`src/rtl/trap_ctrl.sv`:
```
// Commit-stage trap sequencer: picks one interrupt/exception/xret, waits for the
// LSU to drain, strobes the CSR file for one cycle, then flushes and redirects fetch.
module trap_ctrl #(
    parameter int XLEN = 32
) (
    input  logic            clk,
    input  logic            rst_n,
    input  logic            commit_valid,
    output logic            commit_ready,
    input  logic [XLEN-1:0] commit_pc,
    input  logic [XLEN-1:0] commit_tval,
    input  logic [14:0]     commit_except,
    input  logic [5:0]      irq_pending,
    input  logic [5:0]      irq_enable,
    input  logic            mstatus_mie,
    input  logic            mstatus_sie,
    input  logic [1:0]      priv,
    input  logic [15:0]     medeleg,
    input  logic [XLEN-1:0] mtvec,
    input  logic [XLEN-1:0] stvec,
    input  logic [XLEN-1:0] mepc,
    input  logic [XLEN-1:0] sepc,
    input  logic            lsu_idle,
    output logic            csr_trap_we,
    output logic            csr_xret_we,
    output logic            csr_to_s,
    output logic [XLEN-1:0] csr_cause,
    output logic [XLEN-1:0] csr_epc,
    output logic [XLEN-1:0] csr_tval,
    output logic            flush,
    output logic            redirect_valid,
    input  logic            redirect_ready,
    output logic [XLEN-1:0] redirect_pc,
    output logic            busy
);

    typedef enum logic [1:0] {
        S_IDLE     = 2'd0,
        S_DRAIN    = 2'd1,
        S_WRITE    = 2'd2,
        S_REDIRECT = 2'd3
    } state_t;

    state_t          state_r, state_s;
    logic [5:0]      irq_act_s;
    logic            irq_take_s, uret_alone_s, exc_any_s, xret_any_s, accept_s;
    logic [3:0]      irq_code_s, exc_code_s;
    logic [XLEN-1:0] exc_tval_s, mbase_s, sbase_s;
    logic [XLEN-1:0] sel_cause_s, sel_tval_s, sel_target_s;
    logic            sel_to_s_s, sel_xret_s;
    logic [XLEN-1:0] cause_r, epc_r, tval_r, target_r;
    logic            to_s_r, xret_r;
    logic            unused_s;

    // S-level interrupts never trap here and S never takes vectored traps.
    assign unused_s = &{1'b0, mstatus_sie, stvec[1:0]};

    assign irq_act_s    = irq_pending & irq_enable;
    assign irq_take_s   = (|irq_act_s) && ((priv != 2'd3) || mstatus_mie);
    assign uret_alone_s = commit_except[2] & ~commit_except[4] & ~commit_except[3];
    assign exc_any_s    = (|commit_except[14:5]) | (|commit_except[1:0]) | uret_alone_s;
    assign xret_any_s   = commit_except[4] | commit_except[3];
    assign accept_s     = (state_r == S_IDLE) && commit_valid && (irq_take_s || exc_any_s || xret_any_s);
    assign mbase_s      = {mtvec[XLEN-1:2], 2'b00};
    assign sbase_s      = {stvec[XLEN-1:2], 2'b00};

    // Fixed-priority interrupt code: mei > msi > mti > sei > ssi > sti.
    always_comb begin
        irq_code_s = 4'd0;
        if (irq_act_s[5])      irq_code_s = 4'd11;
        else if (irq_act_s[4]) irq_code_s = 4'd3;
        else if (irq_act_s[3]) irq_code_s = 4'd7;
        else if (irq_act_s[2]) irq_code_s = 4'd9;
        else if (irq_act_s[1]) irq_code_s = 4'd1;
        else if (irq_act_s[0]) irq_code_s = 4'd5;
        else                   irq_code_s = 4'd0;
    end

    // Fixed-priority exception cause and tval.
    always_comb begin
        exc_code_s = 4'd0;
        exc_tval_s = commit_tval;
        if (commit_except[0])       begin exc_code_s = 4'd3;  exc_tval_s = commit_pc; end
        else if (commit_except[13]) exc_code_s = 4'd12;
        else if (commit_except[14]) exc_code_s = 4'd1;
        else if (commit_except[1])  exc_code_s = 4'd2;
        else if (commit_except[8])  exc_code_s = 4'd0;
        else if (commit_except[5])  begin exc_code_s = 4'd8 + {2'b00, priv}; exc_tval_s = '0; end
        else if (commit_except[6])  exc_code_s = 4'd6;
        else if (commit_except[7])  exc_code_s = 4'd4;
        else if (commit_except[9])  exc_code_s = 4'd15;
        else if (commit_except[11]) exc_code_s = 4'd13;
        else if (commit_except[10]) exc_code_s = 4'd7;
        else if (commit_except[12]) exc_code_s = 4'd5;
        else if (uret_alone_s)      begin exc_code_s = 4'd2;  exc_tval_s = '0; end
        else                        begin exc_code_s = 4'd0;  exc_tval_s = '0; end
    end

    // Interrupt beats exception, exception beats xret, mret beats sret.
    always_comb begin
        sel_cause_s  = '0;
        sel_tval_s   = '0;
        sel_target_s = '0;
        sel_to_s_s   = 1'b0;
        sel_xret_s   = 1'b0;
        if (irq_take_s) begin
            sel_cause_s[XLEN-1] = 1'b1;
            sel_cause_s[3:0]    = irq_code_s;
            if (mtvec[1:0] == 2'b01)
                sel_target_s = mbase_s + {{(XLEN-6){1'b0}}, irq_code_s, 2'b00};
            else
                sel_target_s = mbase_s;
        end else if (exc_any_s) begin
            sel_cause_s[3:0] = exc_code_s;
            sel_tval_s       = exc_tval_s;
            sel_to_s_s       = (priv != 2'd3) && medeleg[exc_code_s];
            sel_target_s     = sel_to_s_s ? sbase_s : mbase_s;
        end else if (commit_except[4]) begin
            sel_xret_s   = 1'b1;
            sel_target_s = mepc;
        end else if (commit_except[3]) begin
            sel_xret_s   = 1'b1;
            sel_to_s_s   = 1'b1;
            sel_target_s = sepc;
        end else begin
            sel_xret_s = 1'b0;
        end
    end

    // Next-state logic.
    always_comb begin
        state_s = state_r;
        case (state_r)
            S_IDLE:     if (accept_s) state_s = S_DRAIN; else state_s = S_IDLE;
            S_DRAIN:    if (lsu_idle) state_s = S_WRITE; else state_s = S_DRAIN;
            S_WRITE:    state_s = S_REDIRECT;
            S_REDIRECT: if (redirect_ready) state_s = S_IDLE; else state_s = S_REDIRECT;
            default:    state_s = S_IDLE;
        endcase
    end

    // State register and trap record captured at accept.
    always_ff @(posedge clk or negedge rst_n) begin
        if (!rst_n) begin
            state_r  <= S_IDLE;
            cause_r  <= '0;
            epc_r    <= '0;
            tval_r   <= '0;
            target_r <= '0;
            to_s_r   <= 1'b0;
            xret_r   <= 1'b0;
        end else begin
            state_r <= state_s;
            if (accept_s) begin
                cause_r  <= sel_cause_s;
                epc_r    <= commit_pc;
                tval_r   <= sel_tval_s;
                target_r <= sel_target_s;
                to_s_r   <= sel_to_s_s;
                xret_r   <= sel_xret_s;
            end
        end
    end

    // Outputs are registered from the next state so they line up with it.
    always_ff @(posedge clk or negedge rst_n) begin
        if (!rst_n) begin
            commit_ready   <= 1'b1;
            busy           <= 1'b0;
            csr_trap_we    <= 1'b0;
            csr_xret_we    <= 1'b0;
            csr_to_s       <= 1'b0;
            csr_cause      <= '0;
            csr_epc        <= '0;
            csr_tval       <= '0;
            flush          <= 1'b0;
            redirect_valid <= 1'b0;
            redirect_pc    <= '0;
        end else begin
            commit_ready   <= (state_s == S_IDLE);
            busy           <= (state_s != S_IDLE);
            csr_trap_we    <= (state_s == S_WRITE) && !xret_r;
            csr_xret_we    <= (state_s == S_WRITE) && xret_r;
            csr_to_s       <= (state_s == S_WRITE) && to_s_r;
            csr_cause      <= (state_s == S_WRITE) ? cause_r : '0;
            csr_epc        <= (state_s == S_WRITE) ? epc_r : '0;
            csr_tval       <= (state_s == S_WRITE) ? tval_r : '0;
            flush          <= (state_s == S_REDIRECT);
            redirect_valid <= (state_s == S_REDIRECT);
            redirect_pc    <= (state_s == S_REDIRECT) ? target_r : '0;
        end
    end

endmodule

```
`config.mk`:
```
export PLATFORM = sky130hd
export DESIGN_NAME = trap_ctrl
export DESIGN_NICKNAME = d
export VERILOG_FILES = /design/src/rtl/trap_ctrl.sv
export SDC_FILE = /design/constraint.sdc
export NUM_CORES = 1
export LEC_CHECK = 0
export ABC_AREA = 1
export BUFFER_PORTS_ARGS = -buffer_cell sky130_fd_sc_hd__buf_2
export CAP_MARGIN = 40
export CORE_MARGIN = 4
export CORE_UTILIZATION = 45
export DETAILED_ROUTE_END_ITERATION = 10
export PLACE_DENSITY_LB_ADDON = 0.3
export SLEW_MARGIN = 20
export SYNTH_ARGS = -nofsm -noshare
export SYNTH_HDL_FRONTEND = slang
export SYNTH_SLANG_ARGS = --single-unit
```
`constraint.sdc`:
```
create_clock -name clk -period 3.39 [get_ports clk]
set_input_delay 0.5085 -clock clk [delete_from_list [all_inputs] [get_ports clk]]
set_output_delay 0.5085 -clock clk [all_outputs]
set_load 0.02 [all_outputs]
```
==> impl_metrics.csv <==
group,metric,value,unit
synth,netlist_top_cells_area,"dfrtp_1 49%, inv_1 8.5%, nor2_1 6.1%",
outcome,outcome,"completed",
critical_path,endpoint_kind,"register",
clock_tree,h-tree-depth,1,
placed_design,placedCellCount,1937,
clock_tree,cts_buffers,23,
floorplanning,die_h,163,um
grt,grt_first_pass_wirelength,50600,um
floorplanning,ios,379,
clock_tree,post_cts_resized,0,
clock_tree,cts_tree,"built",
layout,drive_above_1_share,0.298,
critical_path,reg2reg_slack,1.29,ns
sta,skew,0.0109,ns
critical_path,cpMaxStageDelayCell,"fa_1",
synth,netlist_area,0.0108,sq mm
synth,yosys.area.top_type,"dfrtp_1",
clock_tree,cts.sinks,212,
power_and_ir_drop,ir_worst_vdd,0.387,mV
floorplanning,row_count,56,
placed_design,dpl.hpwl,23800,um
clock_tree,clk_latency,0.52,ns
routing,drt_iter0_markers,751,
sta,final_hold_viol_count,0,
power_and_ir_drop,power_density,683,mW/mm^2
clock_tree,ctsHoldBuffers,1,
sta,slew_violations,0,
synth,async_reset_ff_frac,1.00,
layout,areaGrowthSynthToFinish,24.5,%
sta,period_minus_slack,2.68,ns
power_and_ir_drop,power.leakage,7.44,nW
routing,routed_wl,32800,um
placed_design,io_buffers,348,
critical_path,crit_end,"target_r[24]",
critical_path,critPathMaxFanout,5,
sta,timing.final.crit_share,0.790,
synth,syn_inst,1321,
floorplanning,coreArea,0.0235,sq mm
floorplanning,initial_core_util,0.460,
clock_tree,cts-root-buf,"clkbuf_16",
synth,synth-edff-count,0,
placed_design,gp_congestion,0.893,
critical_path,path_class,"primary input to register",
sta,final.setup.tns,0,ns
routing,first_pass_iters,6,
critical_path,arrival,3.12,ns
run,drv_cap,0,
sta,fin_ws,0.712,ns
routing,vias,9969,
routing,route.detailed.drc,0,
critical_path,reg2reg_to,"target_r[7]",
routing,route.detailed.wl_per_inst,16.5,um
clock_tree,cts_setup_buffers,0,
critical_path,reg2reg_depth,10,
sta,tightest_slew,0.710,ns
synth,yosysWarnings,0,
sta,rsz0062_at_grt,"no",
layout,final_net_count,1893,
layout,mostFrequentLayoutCell,"buf_2",
synth,synth_seq_cells,212,
synth,synth_cell_types,49,
synth,synthFlopType,"dfrtp_1",
sta,setup_viol,0,
clock_tree,clockBufferDepth,3,
synth,synth.avg_cell_area,8.19,sq um
worst_hold_path,holdCritPathClass,"primary input to register",
sta,max_freq,373,MHz
routing,ant_nets,0,
critical_path,crit_path_start,"irq_enable[3]",
grt,grt_max_degree,76,
floorplanning,die_x,163,um
sta,maxSlewHeadroom,0.526,
critical_path,slowest_delay,0.43,ns
critical_path,r2r-start,"state_r[1]",
layout,fin_cells,1981,
routing,viasPerCell,5.03,
critical_path,path_cells,"buf_2, nand2_1, inv_1, nor2_1, nand4_1, ha_1, fa_1, nand3_1, nand3_1, nand2_1, nor2_1, nand3_1, nor2_1, nand2_1, nor3b_2, a21oi_1, o21ai_0, o211ai_1, inv_1, a21oi_1",
grt,globalRouteOverflowTotal,0,
critical_path,cp.required,3.83,ns
floorplanning,die_area,0.0266,sq mm
placed_design,pre_cts_slack,0.213,ns
grt,grt_antenna_before_repair,3,
grt,grt_util_all_layers,0.240,
layout,final_cell_mix,"347 x buf_2, 245 x inv_1, 211 x dfrtp_1, 176 x nor2_1, 137 x nand2_1",
synth,synthDominantCellAreaShare,0.488,
synth,synth_seq_area_share,0.490,
grt,grt_pass1_vias,9703,
clock_tree,clk_pin_slew,0.06,ns
layout,nFillCells,2185,
critical_path,cp-start-kind,"primary input",
==> power by group <==
| part | internal [mW] | leakage (nW) | switching [mW] |
|---|---|---|---|
| logic | 1.00 | 4.34 | 2.00 |
| registers | 3.43 | 2.75 | 0.336 |
| clock network | 1.39 | 0.356 | 1.03 |
| total | 5.82 | 7.44 | 3.37 |
==> worst min path at each step <==
stage,end,slack [ns],depth (start not counted),from
finish,redirect_valid,0.19,2,redirect_ready
global route,redirect_valid,0.18,2,redirect_ready
CTS,redirect_valid,0.17,2,redirect_ready
detailed placement,csr_trap_we,0.41,1,xret_r
global placement,csr_trap_we,0.41,1,xret_r
floorplan,busy,0.21,0,rst_n
==> final cells by class <==
type                    count  area [sq um]  area share
diodes                      2          5.00    0.000372
flip-flops and latches    212          5310       0.394
clock buffers              35           681      0.0505
clock inverters             6          53.8     0.00399
repair buffers            371          1970       0.146
inverters                 254           956      0.0710
multi-input cells         782          4100       0.304
well taps                 319           399      0.0296
==> per-stage QoR <==
stage | utilization | power, mW | instance area [sq um] | hold WS [ns]
finish | 0.572 | 9.19 | 13500 | 0.186
detailed placement | 0.540 | 6.83 | 12700 | 0.412
CTS | 0.572 | 9.28 | 13500 | 0.166
global placement | 0.540 | 6.75 | 12700 | 0.411
floorplan | - | 5.81 | 10900 | 0.213
global route | 0.572 | 9.83 | 13500 | 0.178
==> logic make-up after synthesis <==
group	synth area share
AO/OA/AOI/OAI	0.160
XOR/XNOR	0.00324
adder cells (fa/ha/maj)	0.00648
buffers and inverters	0.140
flip-flops	0.490
other	0.000347
AND/OR/NAND/NOR	0.199
==> sequential cells by signal (all words and copies together) (netlist names) <==
| signal | count |
|---|---|
| commit_ready | 1 |
| busy | 1 |
| target_r | 32 |
| redirect_valid | 1 |
| redirect_pc | 32 |
| csr_cause | 5 |
| state_r | 2 |
| csr_xret_we | 1 |
| csr_to_s | 1 |
| to_s_r | 1 |
| epc_r | 32 |
| csr_epc | 32 |
| xret_r | 1 |
| csr_trap_we | 1 |
| cause_r | 5 |
| tval_r | 32 |
| csr_tval | 32 |
==> synth_stat cells, types with 2 or more instances <==
| library cell | count |
|---|---|
| inv_1 | 245 |
| dfrtp_1 | 211 |
| nor2_1 | 176 |
| nand2_1 | 137 |
| nand3_1 | 77 |
| a21oi_1 | 71 |
| o21ai_0 | 54 |
| clkbuf_1 | 48 |
| o211ai_1 | 41 |
| o22ai_1 | 34 |
| a22oi_1 | 33 |
| buf_4 | 29 |
| nand2_2 | 26 |
| a21oi_2 | 21 |
| nand3_2 | 19 |
| nor3_1 | 14 |
| buf_2 | 11 |
| o21ai_1 | 10 |
| inv_2 | 8 |
| buf_6 | 7 |
| nand4_1 | 6 |
| ha_1 | 4 |
| a211oi_1 | 3 |
| buf_1 | 3 |
| nand2_4 | 3 |
| nor2_4 | 3 |
| xor2_1 | 3 |
| nor4_1 | 2 |
| or2_2 | 2 |
==> critical path, delay by kind of cell <==
family | cells | cell delay, ns
AOI/OAI and AO/OA | 4 | 0.46
adders and majority gates | 2 | 0.72
buffers and inverters | 3 | 0.23
and+or+nand+nor | 11 | 1.19
==> routing by layer <==
layer  up-vias  global-route usage  wire length, um
met5         -                   0               10
li1       4801                   -                -
met2       452               0.402            15800
met3        56              0.0449             2670
met4         2              0.0782              953
met1      4658               0.315            13400
Note: power is estimated with default switching activity, not from simulation.
